`config.mk`:
```
export PLATFORM = sky130hd
export DESIGN_NAME = l1d_tag_match
export DESIGN_NICKNAME = d
export VERILOG_FILES = /design/src/rtl/l1d_tag_match.sv
export SDC_FILE = /design/constraint.sdc
export NUM_CORES = 1
export LEC_CHECK = 0
export BUFFER_PORTS_ARGS = -buffer_cell sky130_fd_sc_hd__buf_2
export CORE_ASPECT_RATIO = 1.1
export CORE_MARGIN = 1
export CORE_UTILIZATION = 46
export DETAILED_ROUTE_END_ITERATION = 12
export PLACE_DENSITY = 0.76
export SYNTH_ARGS = -nofsm -noshare
export SYNTH_HDL_FRONTEND = slang
export SYNTH_SLANG_ARGS = --single-unit
```
`constraint.sdc`:
```
create_clock -name cpu_clock_i -period 6.9 [get_ports cpu_clock_i]
set_clock_uncertainty 0.1 [all_clocks]
set_input_delay 0.69 -clock cpu_clock_i [delete_from_list [all_inputs] [get_ports cpu_clock_i]]
set_output_delay 0.69 -clock cpu_clock_i [all_outputs]
set_load 0.01 [all_outputs]
```
`src/rtl/l1d_tag_match.sv`:
```
// L1D tag lookup pipeline: stage A issues the tag-RAM read and compares the
// returned ways, stage B holds the hit/multihit/way/victim result for the consumer.
module l1d_tag_match #(
  parameter int WAYS  = 4,
  parameter int TAG_W = 20,
  parameter int IDX_W = 6,
  localparam int WI   = $clog2(WAYS)
) (
  input  logic                  cpu_clock_i,
  input  logic                  cpu_resetn_i,
  input  logic                  flush_i,
  input  logic                  req_valid_i,
  output logic                  req_ready_o,
  input  logic [TAG_W-1:0]      req_tag_i,
  input  logic [IDX_W-1:0]      req_idx_i,
  output logic                  tag_rd_en_o,
  output logic [IDX_W-1:0]      tag_rd_idx_o,
  input  logic [WAYS*TAG_W-1:0] way_tag_i,
  input  logic [WAYS-1:0]       way_valid_i,
  output logic                  out_valid_o,
  input  logic                  out_ready_i,
  output logic                  out_hit_o,
  output logic                  out_multihit_o,
  output logic [WI-1:0]         out_way_o,
  output logic [WI-1:0]         out_victim_o,
  output logic [TAG_W-1:0]      out_tag_o,
  output logic [IDX_W-1:0]      out_idx_o
);

  logic             a_valid_q, a_valid_d;
  logic             a_held_q, a_held_d;
  logic [TAG_W-1:0] a_tag_q, a_tag_d;
  logic [IDX_W-1:0] a_idx_q, a_idx_d;
  logic [WAYS-1:0]  a_hitv_q, a_hitv_d;
  logic [WAYS-1:0]  a_wval_q, a_wval_d;

  logic             b_valid_q, b_valid_d;
  logic             b_hit_q, b_hit_d;
  logic             b_multi_q, b_multi_d;
  logic [WI-1:0]    b_way_q, b_way_d;
  logic [WI-1:0]    b_lowinv_q, b_lowinv_d;
  logic             b_allv_q, b_allv_d;
  logic [TAG_W-1:0] b_tag_q, b_tag_d;
  logic [IDX_W-1:0] b_idx_q, b_idx_d;

  logic [WI-1:0]    rr_q, rr_d;

  logic [WAYS-1:0]  live_hitv;
  logic [WAYS-1:0]  src_hitv;
  logic [WAYS-1:0]  src_wval;
  logic [WI:0]      hit_cnt;
  logic [WI-1:0]    hit_way;
  logic [WI-1:0]    low_inv;
  logic             out_fire;
  logic             b_free;
  logic             a_move;
  logic             a_hold;
  logic             accept;

  // Live compare is only meaningful in the cycle after acceptance; once held,
  // the captured vectors stand in for the RAM data that is no longer valid.
  always_comb begin
    live_hitv = '0;
    for (int w = 0; w < WAYS; w++) begin
      live_hitv[w] = way_valid_i[w] & (way_tag_i[w*TAG_W +: TAG_W] == a_tag_q);
    end
  end

  assign src_hitv = a_held_q ? a_hitv_q : live_hitv;
  assign src_wval = a_held_q ? a_wval_q : way_valid_i;

  always_comb begin
    hit_cnt = '0;
    hit_way = '0;
    low_inv = '0;
    for (int w = 0; w < WAYS; w++) begin
      hit_cnt = hit_cnt + (WI+1)'(src_hitv[w]);
    end
    for (int w = WAYS-1; w >= 0; w--) begin
      if (src_hitv[w]) hit_way = WI'(w);
      if (!src_wval[w]) low_inv = WI'(w);
    end
  end

  assign out_fire    = b_valid_q & out_ready_i;
  assign b_free      = ~b_valid_q | out_ready_i;
  assign a_move      = a_valid_q & b_free;
  assign a_hold      = a_valid_q & ~a_held_q & ~b_free;
  assign req_ready_o = (~a_valid_q | a_move) & ~flush_i;
  assign accept      = req_valid_i & req_ready_o;

  assign tag_rd_en_o  = accept;
  assign tag_rd_idx_o = req_idx_i;

  always_comb begin
    a_valid_d = a_valid_q;
    a_held_d  = a_held_q;
    a_tag_d   = a_tag_q;
    a_idx_d   = a_idx_q;
    a_hitv_d  = a_hitv_q;
    a_wval_d  = a_wval_q;
    if (flush_i) begin
      a_valid_d = 1'b0;
      a_held_d  = 1'b0;
    end else if (accept) begin
      a_valid_d = 1'b1;
      a_held_d  = 1'b0;
      a_tag_d   = req_tag_i;
      a_idx_d   = req_idx_i;
    end else if (a_move) begin
      a_valid_d = 1'b0;
      a_held_d  = 1'b0;
    end else if (a_hold) begin
      a_held_d  = 1'b1;
      a_hitv_d  = live_hitv;
      a_wval_d  = way_valid_i;
    end
  end

  always_comb begin
    b_valid_d  = b_valid_q;
    b_hit_d    = b_hit_q;
    b_multi_d  = b_multi_q;
    b_way_d    = b_way_q;
    b_lowinv_d = b_lowinv_q;
    b_allv_d   = b_allv_q;
    b_tag_d    = b_tag_q;
    b_idx_d    = b_idx_q;
    rr_d       = rr_q;
    if (flush_i) begin
      b_valid_d = 1'b0;
    end else begin
      if (out_fire && !b_hit_q && b_allv_q) rr_d = rr_q + WI'(1);
      if (a_move) begin
        b_valid_d  = 1'b1;
        b_hit_d    = (hit_cnt == (WI+1)'(1));
        b_multi_d  = (hit_cnt > (WI+1)'(1));
        b_way_d    = hit_way;
        b_lowinv_d = low_inv;
        b_allv_d   = &src_wval;
        b_tag_d    = a_tag_q;
        b_idx_d    = a_idx_q;
      end else if (out_fire) begin
        b_valid_d = 1'b0;
      end
    end
  end

  always_ff @(posedge cpu_clock_i or negedge cpu_resetn_i) begin
    if (!cpu_resetn_i) begin
      a_valid_q  <= 1'b0;
      a_held_q   <= 1'b0;
      a_tag_q    <= '0;
      a_idx_q    <= '0;
      a_hitv_q   <= '0;
      a_wval_q   <= '0;
      b_valid_q  <= 1'b0;
      b_hit_q    <= 1'b0;
      b_multi_q  <= 1'b0;
      b_way_q    <= '0;
      b_lowinv_q <= '0;
      b_allv_q   <= 1'b0;
      b_tag_q    <= '0;
      b_idx_q    <= '0;
      rr_q       <= '0;
    end else begin
      a_valid_q  <= a_valid_d;
      a_held_q   <= a_held_d;
      a_tag_q    <= a_tag_d;
      a_idx_q    <= a_idx_d;
      a_hitv_q   <= a_hitv_d;
      a_wval_q   <= a_wval_d;
      b_valid_q  <= b_valid_d;
      b_hit_q    <= b_hit_d;
      b_multi_q  <= b_multi_d;
      b_way_q    <= b_way_d;
      b_lowinv_q <= b_lowinv_d;
      b_allv_q   <= b_allv_d;
      b_tag_q    <= b_tag_d;
      b_idx_q    <= b_idx_d;
      rr_q       <= rr_d;
    end
  end

  // The victim follows the live pointer so successive all-valid misses see each advance.
  assign out_valid_o    = b_valid_q;
  assign out_hit_o      = b_hit_q;
  assign out_multihit_o = b_multi_q;
  assign out_way_o      = b_way_q;
  assign out_victim_o   = b_allv_q ? rr_q : b_lowinv_q;
  assign out_tag_o      = b_tag_q;
  assign out_idx_o      = b_idx_q;

endmodule

```
==> results.yml <==
status:
  outcome: "completed"
route:
  maxUsedRoutingLayer: "met4"
  drc: 0
  drtAntennaViolNets: 0
  routed_wl_mm: 10.9
  num_vias: 3326
  wl_met1_mm: 4.57
  met2WireLength_mm: 5.39
  dr_wl_met3_um: 665
  drt_iter0_drc: 120
  drt_first_pass_iters: 4
  via_per_inst: 5.12
  wl_per_cell_um: 16.8
yosys:
  avgSynthCellArea_um2: 9.91
  synth_area_leaders: "dfrtp_1 (45%), xor2_1 (9.4%), nand2_1 (9.1%)"
  synth-seq-area-share_pct: 44.9
  synth_flop_cell: "dfrtp_1"
  syn-num-nets: 524
  synth_top_family_by_area: "XOR/XNOR gates"
  synth-compound-area-share_pct: 4.43
  synthXorXnorAreaFrac_pct: 17.9
  synth-edff-count: 0
  synthMuxAreaShare_pct: 8.70
  synth_top_area_share_pct: 44.9
  synth_top_cell_by_area: "dfrtp_1"
  synth_fa_ha_area_share_pct: 1.43
  syn-instance-count: 405
  synth-simple-area-share_pct: 15.6
  synth_area_um2: 4010
  yosysWarnings: 0
  synth.distinct_cells: 36
  ys_ff_latch: 72
  synth_async_sr_flop_share_pct: 100
critical_path:
  start_kind: "register"
  slowest_stage: "nor4_1"
  crit_path_max_incr_delay_ns: 0.59
  crit_chain: "xor2_1, nor4_1, nand4_1, o31ai_2, inv_1, fa_1, inv_1, ha_1, inv_1, ha_1, o41ai_1"
  cp.arrival_ns: 3.71
  path_common_cell: "inv_1"
  path_max_fanout: 6
  endpoint_kind: "register"
  cp.required_ns: 7.04
  worst-setup-path-type: "reg2reg"
clock_tree:
  cts_tree: "yes"
  cts-root-buf: "clkbuf_8"
  cts_buffers: 9
  cts_hold_buf: 0
  post_cts_resized: 0
  cts.sinks: 72
  cts_max_level: 3
  clk_path_buf_depth: 2
  clkTransAtPathRegs_ns: 0.08
  clk_latency_ns: 0.35
  postCtsSetupRepairBufs: 0
global_routing:
  antenna_found_initial: 0
  grt_pass1_wl_mm: 16.8
  grt_pass1_vias: 3249
  overflow: 0
  track_usage_pct: 24.8
  grt_max_degree: 73
cells_and_area:
  final_util_pct: 58.3
  stdcell_count: 650
  area_delta_synth_final_pct: 22.2
  antenna_cells: 0
  fin_area_um2: 4910
  finish.net_count: 654
  drive_gt1_share_pct: 38.0
timing:
  max_freq_ghz: 0.279
  slew_headroom_pct: 38.1
  rsz0062_at_grt: "no"
  finalHoldViolations: 0
  timing.final.ws_setup_ns: 3.32
  fin_crit_sh_pct: 51.9
  finalSetupViolations: 0
  tns_ns: 0
  worstMarginPinSlew_ns: 0.929
  hold_slack_ns: 0.356
  drv_slew: 0
  period_needed_ns: 3.58
floorplanning:
  fp.coreArea_um2: 8410
  die_h_um: 100
  die-width_um: 91.1
  initial_utilization_pct: 47.7
  rows: 35
  ioPinCount: 156
  die_area_um2: 9100
placed_design:
  dpl.hpwl_mm: 8.30
  dp_slack_ns: 3.07
  dp.cells: 635
  placed_area_um2: 4700
  gp_congestion: 0.798
  port_buffers: 155
pwr:
  power_leakage_nw: 2.47
  power_mw: 1.20
  power_density_nw_per_um2: 245
  ir_drop_uv: 97.6
worst_hold_path:
  hp-class: "in2async"
run:
  drv_cap: 0
==> cells in the final DEF, fill, tap and decap left out <==
master,instances
a22o_1,1
clkinv_4,2
a32o_1,1
a22oi_1,1
o21ai_0,7
clkinv_1,1
nor3_1,3
a21oi_1,4
nand2_1,97
o31ai_2,2
nor4_2,1
mux2_2,31
o21a_1,1
inv_1,10
dfrtp_1,72
clkbuf_1,1
buf_4,2
nor4bb_1,1
xor2_1,43
buf_2,154
ha_1,3
or2_2,1
clkinv_2,1
nor2_1,8
o41ai_1,1
a31oi_1,4
o31ai_1,3
o211ai_1,1
and3_1,2
xnor2_1,39
and2_1,1
nand4_1,10
fa_1,1
nor2b_1,1
bufinv_16,2
nand3_1,5
clkbuf_8,9
nor4_1,10
nand2b_1,2
==> path summary, 6_finish.rpt <==
kind,end,startpoint,cells after the start,slack [ns]
setup reg to reg,out_hit_o,a_tag_q[3],11,3.32
min in group cpu_clock_i,out_idx_o[4],a_idx_q[4],2,0.36
max in group asynchronous,out_tag_o[10],cpu_resetn_i,1,5.72
hold reg to reg,out_idx_o[4],a_idx_q[4],2,0.36
setup / recovery,out_hit_o,a_tag_q[3],11,3.32
hold / removal,a_tag_q[13],cpu_resetn_i,1,0.36
==> where the power goes <==
group | internal (mW) | total, mW | switching, mW | leakage (nW)
logic | 0.141 | 0.272 | 0.131 | 1.46
registers | 0.486 | 0.570 | 0.0840 | 0.904
clock network | 0.202 | 0.360 | 0.158 | 0.106
total | 0.829 | 1.20 | 0.373 | 2.47
==> layer usage <==
| layer | vias to the layer above | GRT usage [%] |
|---|---|---|
| met5 | - | 0 |
| met4 | 0 | 10.1 |
| met3 | 21 | 5.38 |
| met2 | 132 | 42.7 |
| met1 | 1603 | 30.5 |
| li1 | 1570 | - |
==> layout make-up <==
cell class	instances	area, um2
timing repair buffer	156	786
tap	111	139
multi-input combinational	285	1930
sequential	72	1800
inverter	11	41.3
clock buffer	10	128
clock inverter	5	82.6
fill	784	3500
==> critical path: cells and delay by family (launching register included) <==
kind	cells	cell delay [ns]
AOI/OAI and AO/OA	2	0.65
DFF	1	0.53
and+or+nand+nor	2	0.82
adders and majority gates	3	0.92
xor gates and xnor gates	1	0.22
buffers and inverters	3	0.22
==> synthesized netlist by cell type, drive strengths merged (3+ instances only) <==
library cell  instances
nand2                97
dfrtp                72
xor2                 43
xnor2                39
buf                  31
mux2                 31
nor4                 11
inv                  10
nand4                10
nor2                  8
o21ai                 7
clkbuf                6
nand3                 5
o31ai                 5
a21oi                 4
a31oi                 4
ha                    3
nor3                  3
==> kinds of logic (layout without fill, tap and decap cells) <==
kind of cell | Yosys count | count (layout)
compound gates | 26 | 26
flops | 72 | 72
buf+inv | 48 | 182
simple gates | 142 | 142
mux | 31 | 31
fa+ha+maj | 4 | 4
xor+xnor | 82 | 82
==> registers in the layout (all words and copies together) (netlist names), 2 cells and up <==
register	flops
out_idx_o	6
a_idx_q	6
a_hitv_q	4
a_tag_q	20
rr_q	2
out_tag_o	20
b_lowinv_q	2
a_wval_q	4
out_way_o	2
Power figures use the tool's default switching activity.
